==> src/rtl/fifo_sync_param.sv <==
// fifo_sync_param: single-clock FIFO with arbitrary depth, programmable
// almost-full/almost-empty levels, occupancy count and registered status pulses.
// Optional build macro FIFO_FWFT_EN selects first-word-fall-through reads;
// when undefined, reads are registered with one cycle of latency.
module fifo_sync_param #(
    parameter int DATA_WIDTH = 16,
    parameter int DEPTH      = 16,
    parameter int AF_LEVEL   = 14,
    parameter int AE_LEVEL   = 2,
    localparam int CW        = $clog2(DEPTH + 1)
) (
    input  logic                  clk,
    input  logic                  rst,
    input  logic [DATA_WIDTH-1:0] data_in,
    input  logic                  write_enable,
    input  logic                  read_enable,
    output logic [DATA_WIDTH-1:0] data_out,
    output logic                  read_valid,
    output logic                  write_ack,
    output logic                  overflow,
    output logic                  underflow,
    output logic                  full,
    output logic                  empty,
    output logic                  almost_full,
    output logic                  almost_empty,
    output logic [CW-1:0]         count
);

    localparam int PW = (DEPTH > 1) ? $clog2(DEPTH) : 1;

    logic [DATA_WIDTH-1:0] mem [DEPTH];
    logic [PW-1:0]         wr_ptr;
    logic [PW-1:0]         rd_ptr;
    logic                  rd_acc;
    logic                  wr_acc;

    // A full FIFO can still take a write when a read frees a slot on the same edge.
    assign rd_acc = read_enable && !empty;
    assign wr_acc = write_enable && (!full || rd_acc);

    // Status flags are pure decodes of the registered occupancy.
    assign full         = (count == CW'(DEPTH));
    assign empty        = (count == '0);
    assign almost_full  = (count >= CW'(AF_LEVEL));
    assign almost_empty = (count <= CW'(AE_LEVEL));

    // Pointers, occupancy and one-cycle status pulses; pointers wrap explicitly
    // because DEPTH need not be a power of two.
    always_ff @(posedge clk or posedge rst) begin
        if (rst) begin
            wr_ptr    <= '0;
            rd_ptr    <= '0;
            count     <= '0;
            write_ack <= 1'b0;
            overflow  <= 1'b0;
            underflow <= 1'b0;
        end else begin
            if (wr_acc) begin
                if (wr_ptr == PW'(DEPTH - 1)) begin
                    wr_ptr <= '0;
                end else begin
                    wr_ptr <= wr_ptr + 1'b1;
                end
            end
            if (rd_acc) begin
                if (rd_ptr == PW'(DEPTH - 1)) begin
                    rd_ptr <= '0;
                end else begin
                    rd_ptr <= rd_ptr + 1'b1;
                end
            end
            count     <= count + CW'(wr_acc) - CW'(rd_acc);
            write_ack <= wr_acc;
            overflow  <= write_enable && !wr_acc;
            underflow <= read_enable && !rd_acc;
        end
    end

    // Storage array; never reset, written only by an accepted write.
    always_ff @(posedge clk) begin
        if (wr_acc) begin
            mem[wr_ptr] <= data_in;
        end
    end

`ifdef FIFO_FWFT_EN
    // Head word is always presented; read_enable just acknowledges it.
    assign data_out   = mem[rd_ptr];
    assign read_valid = !empty;
`else
    // Registered read: data_out updates only on an accepted read, otherwise holds.
    always_ff @(posedge clk or posedge rst) begin
        if (rst) begin
            data_out   <= '0;
            read_valid <= 1'b0;
        end else begin
            if (rd_acc) begin
                data_out <= mem[rd_ptr];
            end
            read_valid <= rd_acc;
        end
    end
`endif

`ifndef SYNTHESIS
    a_count_bound: assert property (@(posedge clk) disable iff (rst) count <= CW'(DEPTH));
    a_ack_xor_ovf: assert property (@(posedge clk) disable iff (rst) !(write_ack && overflow));
    a_full_empty:  assert property (@(posedge clk) disable iff (rst) !(full && empty));
    a_ptr_range:   assert property (@(posedge clk) disable iff (rst)
                                    (wr_ptr <= PW'(DEPTH - 1)) && (rd_ptr <= PW'(DEPTH - 1)));
`endif

endmodule

==> config.mk <==
export PLATFORM = sky130hd
export DESIGN_NAME = fifo_sync_param
export DESIGN_NICKNAME = d
export VERILOG_FILES = /design/src/rtl/fifo_sync_param.sv
export SDC_FILE = /design/constraint.sdc
export NUM_CORES = 1
export LEC_CHECK = 0
export BUFFER_PORTS_ARGS = -buffer_cell sky130_fd_sc_hd__buf_2
export CAP_MARGIN = 40
export CORE_ASPECT_RATIO = 1.2
export CORE_MARGIN = 2
export CORE_UTILIZATION = 55
export DETAILED_ROUTE_END_ITERATION = 12
export GPL_ROUTABILITY_DRIVEN = 0
export GPL_TIMING_DRIVEN = 1
export MAX_ROUTING_LAYER = met4
export PLACE_DENSITY = 0.72
export RECOVER_POWER = 25
export SYNTH_ARGS = -nofsm -noshare
export SYNTH_HDL_FRONTEND = slang
export SYNTH_SLANG_ARGS = --single-unit
==> constraint.sdc <==
create_clock -name clk -period 4.3 [get_ports clk]
set_clock_uncertainty 0.2 [all_clocks]
set_input_delay 0.215 -clock clk [delete_from_list [all_inputs] [get_ports clk]]
set_output_delay 0.215 -clock clk [all_outputs]
set_load 0.01 [all_outputs]
# Word level (Yosys, flattened, before mapping)
# Memories as Yosys holds them, arrays and structs flattened. A register that Yosys moved wholly into a read port is not among the register bits.
# Index checks and enable logic that the tools add are counted.
# word_totals
register_bits	17
latch_bits	0
ram_bits	256
rom_bits	0
in_bits	20
output_inout_bits	29
mem_count	1
# op_classes
n_addsub	4
mul	0
n_div	0
n_lt_le_gt_ge	2
eq_ne	3
shift	0
mux	4
bitwise	0
n_reduce_logical	10
# mem_list
memory	depth	width	rd	rd_ports_with_merged_regs	write_ports	line_no	source
mem	16	16	1	1	1	31	logic [DATA_WIDTH-1:0] mem [DEPTH];
# ops
cell	n
adder 4 x 1 -> 4 bit, second input constant	2
== test 4 bit, second input constant	2
2-to-1 mux 4 bit	2
adder 5 x 1 -> 5 bit	1
== test 5 bit, second input constant	1
>= comparator 5 x 4 -> 1 bit, second input constant	1
<= comparator 5 x 2 -> 1 bit, second input constant	1
zero test 5 bit	1
subtractor 5 x 1 -> 5 bit	1
logical AND 1 bit	4
zero test 1 bit	4
2-to-1 mux 1 bit	2
logical OR 1 bit	1

# Longest topological paths before layout
# Gate-level depths: netlist (run 1).
# logic_depth
word_depth	7
mapped_depth	15
ltp_nobuf	13

# Worst setup path after synthesis (run 1)
# OpenSTA, ideal clock, no wires.
# synth_path
kind	reg2reg
startpoint	reg count[2]
endpoint	reg count[4]
arrival_ns	2.933
required_ns	4.020
path_slack_ns	1.087
path_stages_with_launch	16
path_buffers	2
period_less_slack_ns	3.213
cell_sequence	dfrtp_1 -> inv_1 -> ha_1 -> nor4b_2 -> nor2b_1 -> buf_2 -> clkbuf_1 -> ha_1 -> inv_1 -> ha_1 -> inv_1 -> fa_1 -> nor2_1 -> nor2_1 -> o21bai_1 -> xnor2_1
# synth_between
elab_chain_len	7
# synth_lines
item	line_no	source
start, declared	26	output logic [CW-1:0] count
start signal, assigned	72	count <= count + CW'(wr_acc) - CW'(rd_acc);
zero test 5 bit (*)	43	assign empty = (count == '0);
net empty	23	output logic empty,
zero test 1 bit (*)	38	assign rd_acc = read_enable && !empty;
logical AND 1 bit (*)	38	
net rd_acc	34	logic rd_acc;
logical OR 1 bit	39	assign wr_acc = write_enable && (!full || rd_acc);
logical AND 1 bit	39	
adder 5 x 1 -> 5 bit	72	
subtractor 5 x 1 -> 5 bit (*)	72	
# The timed path passes the listed nets; every way through them passes the cells marked *.
# A chain may end at the register's enable or synchronous reset.

# Worst setup path after layout (run 1)
# layout_path
startpoint	reg count[2]
endpoint	reg count[4]
# layout_between
elab_chain_len	7
# layout_lines
item	line_no
zero test 5 bit	43
zero test 1 bit	38
logical AND 1 bit	38
logical OR 1 bit	39
logical AND 1 bit	39
adder 5 x 1 -> 5 bit	72
subtractor 5 x 1 -> 5 bit (*)	72
# Mark *: on every way between the ends. The rest lies on a longest branch, timed or not.

==> flow_summary.json, run 1 <==
{
  "start_kind": "flip-flop",
  "ys_seq_area_share_pct": 74.8,
  "num_vias": 6146,
  "cp-end-kind": "flip-flop",
  "antenna_found_initial": 0,
  "htreeDepth": 1,
  "crit_path_start": "count[2]$_DFF_PP0_",
  "wl_met3_mm": 1.32,
  "fin_crit_sh_pct": 69.4,
  "grt_use_total_pct": 23.5,
  "drv_slew": 0,
  "wire_per_inst_um": 23.8,
  "synthCells": 645,
  "yosysWarnings": 0,
  "cts_tree": "done",
  "yosys.area_share.adder_pct": 1.94,
  "cap_violations": 0,
  "fmax_mhz": 335,
  "relSlewSlack_pct": 40.6,
  "clk_pin_slew_ps": 60,
  "cp_data_required_time_ps": 4540,
  "timing.rr.start": "count[2]$_DFF_PP0_",
  "top_layer": "met4",
  "nets": 772,
  "synth-seq-cells": 289,
  "path_class": "reg -> reg",
  "finalSetupViolCount": 0,
  "leakagePower_nw": 4.65,
  "setup_ws_ps": 1320,
  "grt-ovfl-total": 0,
  "arrival_ps": 3230,
  "dp_hpwl_mm": 14.5,
  "drcViolationCount": 0,
  "io_buffer_count": 48,
  "cts_buffer_depth": 3,
  "syn2layout_area_growth_pct": 14.8,
  "holdWs_ps": 175,
  "fin_util_pct": 64.5,
  "post_cts_buffers": 0,
  "status": "finished clean",
  "die_area_um2": 21900,
  "insertion_delay_ps": 530,
  "drive_gt1_share_pct": 18.4,
  "synth_compound_area_share_pct": 5.45,
  "syn_nets": 682,
  "first_global_vias": 6381,
  "synth_edf_count": 256,
  "dp_slack_ps": 1280,
  "synthArstFlopShare_pct": 11.4,
  "worstPathCellList": "inv_1 > ha_1 > nor4b_2 > nor2b_4 > ha_1 > inv_1 > ha_1 > inv_1 > fa_1 > nor2_1 > nor2_1 > o21bai_1 > xnor2_1",
  "max_stage_delay_ps": 430,
  "die_h_um": 162,
  "cts_buffers": 27,
  "crit_path_top_delay_cell": "dfrtp_1",
  "grt_pass1_wl_mm": 36.9,
  "hold_path_class": "in -> async",
  "ir_drop_mv": 0.489,
  "hold_violations": 0,
  "power_density_nw_per_um2": 630,
  "wl_mm": 24.3,
  "cts_resized": 0,
  "synthSimpleGateAreaFrac_pct": 3.28,
  "clock_sinks": 289,
  "synth_ff_type": "edfxtp_1",
  "syn_area_um2": 11400,
  "fin_setup_tns_ps": 0,
  "firstDrtPassIters": 5,
  "rsz0062_at_grt": "no",
  "wl_met2_mm": 12.6,
  "grt_max_degree": 39,
  "drt_iter0_drc": 452,
  "ant_nets": 0,
  "synth_mux_area_share_pct": 11.8,
  "total_power_mw": 8.23,
  "synth_top_family_by_area": "multiplexers",
  "layout.cells.most_common": "edfxtp_1",
  "period_needed_ps": 2980,
  "die_w_um": 135,
  "rows": 57,
  "synth_xor_area_share_pct": 0.385,
  "core_um2": 20300,
  "cts_root_buf": "clkbuf_16",
  "avgViaCountPerCell": 6.03,
  "final_cell_mix": "edfxtp_1 (256), mux2i_1 (96), nor2_1 (43)",
  "path_max_fanout": 5,
  "diodes": 0,
  "start_util_pct": 56.2,
  "tightest_slew_ps": 892,
  "wl_met1_mm": 9.58,
  "syn_avg_cell_area_um2": 17.6,
  "synth.distinct_cells": 43,
  "ctsHoldBuffers": 20,
  "ioPinCount": 49
}
## per-stage QoR
stage                     instances  instance area, um^2
final                          1020                13100
after global placement          947                12000
after floorplan                 645                11400
after global routing           1020                13100
after CTS                      1020                13100
after detailed placement        951                12000
## layer usage
layer  vias to the layer above  GRT usage (%)
met4                         0           8.19
met2                       243           39.8
met1                      3138           29.8
li1                       2713              -
met5                         -              -
met3                        52           2.73
## synthesized netlist by cell type, drive strengths merged (3+ instances only)
library cell | instances | area share (%)
o21ai | 21 | 0.96
buf | 25 | 1.5
nor2b | 4 | 0.22
o22ai | 32 | 1.8
a31oi | 17 | 0.93
inv | 12 | 0.40
ha | 16 | 1.8
nor2 | 48 | 1.6
edfxtp | 256 | 68
nor3 | 4 | 0.18
xnor2 | 3 | 0.23
mux2i | 96 | 8.4
nand2 | 9 | 0.30
clkbuf | 10 | 0.34
a221oi | 16 | 1.2
mux4 | 16 | 3.2
nand3 | 3 | 0.13
dfrtp | 33 | 7.3
## worst max-delay path: cells and delay by family, from the launching register on
family                   cells  cell delay (ps)
AND/OR/NAND/NOR              4              650
flip-flops                   1              430
XOR/XNOR                     1              130
buffers and inverters        3              250
AO/OA/AOI/OAI                1              160
adder cells (fa/ha/maj)      4             1070
## registers in the layout (all words and copies together), names as in the netlist
name	cells
rd_ptr	4
read_valid	1
wr_ptr	4
count	5
mem	256
write_ack	1
data_out	16
overflow	1
underflow	1
## cells by family after synthesis
group                    after synthesis
flip-flops                           289
multiplexers                         114
AO/OA/AOI/OAI                         94
AND/OR/NAND/NOR                       78
buffers and inverters                 48
adder cells (fa/ha/maj)               17
XOR/XNOR                               5
## report_power, final
part / switching [mW] / total [mW] / internal (mW)
clock: 0.954 / 2.24 / 1.29
sequential: 0.390 / 3.80 / 3.41
combinational: 1.21 / 2.19 / 0.976
## worst paths after layout
check / depth (start not counted) / slack, ps / endpoint
max: 13 / 1320 / count[4]$_DFF_PP0_
min: 4 / 180 / data_out[14]$_DFFE_PP0P_
max reg2reg: 13 / 1320 / count[4]$_DFF_PP0_
min reg2reg: 2 / 360 / data_out[11]$_DFFE_PP0P_
max in group asynchronous: 4 / 3290 / rd_ptr[0]$_DFFE_PP0P_
min in group clk: 3 / 330 / underflow$_DFF_PP0_
## final cells by class
cell class              instances  area (um^2)
repair buffers                 96          678
clock buffers                  39          761
well taps                     265          332
fillers                      1413         7190
clock inverters                10         83.8
flip-flops and latches        289         8520
multi-input cells             308         2640
inverters                      13         48.8
Power figures use the tool's default switching activity.
==> run 2, diff against run 1 <==
- ABC_AREA: not set -> 1
- clock period: 4.3 -> 3.1 ns (I/O delays scaled with it)
==> run 2 against run 1 <==
Worst setup slack lost 1000 ps. Die area rose by 8.0%. Final area is 8.6% higher. Clock power increased by 57%. Critical path depth up 1. Wire length rose by 18%. Utilization grew 0.43 points. Register-to-register slack got worse by 1000 ps. Sequential share of layout area down 5.2 points. Final cell count is 51% higher. Power grew 50%. Critical path type unchanged. Critical endpoint unchanged. Largest power group unchanged.
==> flow_summary.json, run 2 <==
{
  "tightest_slew_ps": 753,
  "cp_data_required_time_ps": 3330,
  "wire_per_inst_um": 18.6,
  "drive_gt1_share_pct": 11.1,
  "grt_use_total_pct": 25.3,
  "num_vias": 8231,
  "dpl_cell_area_um2": 13000,
  "synthArstFlopShare_pct": 11.4,
  "rows": 59,
  "io_buffer_count": 48,
  "syn_avg_cell_area_um2": 10.6,
  "relSlewSlack_pct": 49.8,
  "hold_path_class": "in -> async",
  "insertion_delay_ps": 550,
  "fmax_mhz": 353,
  "syn_nets": 1194,
  "cts_tree": "done",
  "cts_buffer_depth": 3,
  "wl_mm": 28.6,
  "switching_share_pct": 34.9,
  "start_kind": "flip-flop",
  "rsz0062_at_grt": "no",
  "clock_sinks": 289,
  "nets": 1278,
  "finalSetupViolCount": 0,
  "largest-register": "mem",
  "grt-ovfl-total": 0,
  "die_w_um": 141,
  "power_frac_clock_pct": 28.4,
  "synth_top_cell_area_share_pct": 62.4,
  "cts_buffers": 28,
  "cap_violations": 0,
  "synth_ff_type": "edfxtp_1",
  "hold_violations": 0,
  "avgViaCountPerCell": 5.36,
  "ys_seq_area_share_pct": 69.2,
  "p_sw_mw": 4.32,
  "antenna_found_initial": 0,
  "drt_iter0_drc": 803,
  "period_needed_ps": 2830,
  "clk_pin_slew_ps": 60,
  "holdWs_ps": 50.6,
  "die_area_um2": 23600,
  "comb_power_share_pct": 30.7,
  "synth_area_leader_cell": "edfxtp_1",
  "die_h_um": 168,
  "ir_drop_mv": 0.769,
  "layout.cells.most_common": "nand2_1",
  "p_seq_share_pct": 40.9,
  "yosysMostFrequentCell": "nand2_1",
  "htreeDepth": 1,
  "synthCells": 1157,
  "synth-seq-cells": 289,
  "syn_area_um2": 12300,
  "total_power_mw": 12.4,
  "arrival_ps": 3060,
  "post_cts_buffers": 0,
  "syn2layout_area_growth_pct": 15.2,
  "synth_edf_count": 256,
  "cp-end-kind": "flip-flop",
  "status": "finished clean",
  "path_class": "reg -> reg",
  "path_max_fanout": 7,
  "cts_root_buf": "clkbuf_16",
  "power_density_nw_per_um2": 872,
  "start_util_pct": 56.3,
  "synth_area_leaders": "edfxtp_1 (62%), nand2_1 (9.8%), nand3_1 (7.5%), dfrtp_1 (6.7%), inv_1 (5.5%)",
  "diodes": 0,
  "setup_ws_ps": 270,
  "fin_setup_tns_ps": 0,
  "final_cell_mix": "nand2_1 (321), edfxtp_1 (256), nand3_1 (185)",
  "grt_max_degree": 131,
  "ioPinCount": 49,
  "drv_slew": 0,
  "dp_slack_ps": 245,
  "fin_crit_sh_pct": 91.3,
  "firstDrtPassIters": 5,
  "ant_nets": 0,
  "yosysWarnings": 0,
  "yosys-top-cells-count": "nand2_1 (321), edfxtp_1 (256), nand3_1 (185), inv_1 (182), nor2_1 (51)",
  "reg_top3": "mem x256, data_out x16, count x5",
  "intPower_mw": 8.05,
  "stdcell_area_um2": 14200,
  "core_um2": 21900,
  "largest_reg_flops": 256,
  "first_global_vias": 8226,
  "drcViolationCount": 0,
  "synth.distinct_cells": 20,
  "dp_hpwl_mm": 16.5,
  "leakagePower_nw": 6.02,
  "grt_pass1_wl_mm": 44.4
}
==> run 2: worst max-delay path, cell delays in order (launching register included) <==
cell	delay, ps
dfrtp_1	430
inv_1	130
ha_1	190
nand2_1	70
nor2_1	140
nand2_1	120
nand2_4	130
ha_1	240
inv_1	60
ha_1	150
inv_1	60
fa_1	390
o21ai_0	170
a21oi_1	90
xor2_1	140
==> run 2: what timing repair did <==
item	CTS	global route
endpoints found under the setup margin	0	1
hold buffers	20	0
gates resized for setup	0	1
endpoints found under the hold margin	278	0
==> run 2: path summary, 6_finish.rpt <==
path                                          start                        to  slack (ps)  cells after the start
hold / removal                                  rst  data_out[12]$_DFFE_PP0P_          50                      3
setup / recovery                 count[2]$_DFF_PP0_        count[4]$_DFF_PP0_         270                     14
max in group asynchronous                       rst     rd_ptr[0]$_DFFE_PP0P_        1940                      4
setup reg to reg                 count[2]$_DFF_PP0_        count[4]$_DFF_PP0_         270                     14
hold reg to reg            data_out[14]$_DFFE_PP0P_  data_out[14]$_DFFE_PP0P_         340                      2
min in group clk                        read_enable       underflow$_DFF_PP0_         220                      4
==> run 2: power by group through the flow <==
| stage | Sequential (mW) | Combinational, mW | Clock [mW] |
|---|---|---|---|
| final | 5.06 | 3.80 | 3.51 |
| after global routing | 5.10 | 4.21 | 3.69 |
| after CTS | 5.06 | 3.81 | 3.55 |
| after detailed placement | 5.13 | 3.76 | 0 |
| after global placement | 5.11 | 3.66 | 0 |
| after floorplan | 5.06 | 2.46 | 0 |
==> run 2: logic make-up after synthesis <==
group	after synthesis	share of synthesized area, %
xor gates and xnor gates	7	0.498
DFF	289	69.2
adders and majority gates	17	1.79
buffers and inverters	239	7.71
and+or+nand+nor	561	19.0
AOI/OAI and AO/OA	44	1.81
==> run 2: through the flow <==
step / utilization (%) / cells
finish: 64.9 / 1536
global route: 64.9 / 1536
CTS: 65.0 / 1536
detailed placement: 59.7 / 1465
global placement: 59.7 / 1465
floorplan: - / 1157
==> run 2: layer usage <==
metal / track usage (%) / share of wire [%] / wire length, um / vias up
li1: - / - / - / 3935
met1: 32.1 / 40 / 11500 / 3933
met2: 43.9 / 51 / 14500 / 305
met3: 2.62 / 6.7 / 1910 / 58
met4: 6.78 / 2.4 / 697 / 0
met5: - / 0 / 0 / -
==> run 2: area by class of cell <==
type / count / area (um^2)
clock inverters: 13 / 181
inverters: 187 / 704
well taps: 274 / 343
clock buffers: 38 / 778
flip-flops and latches: 289 / 8520
multi-input cells: 629 / 2900
repair buffers: 106 / 759
fillers: 1620 / 7670
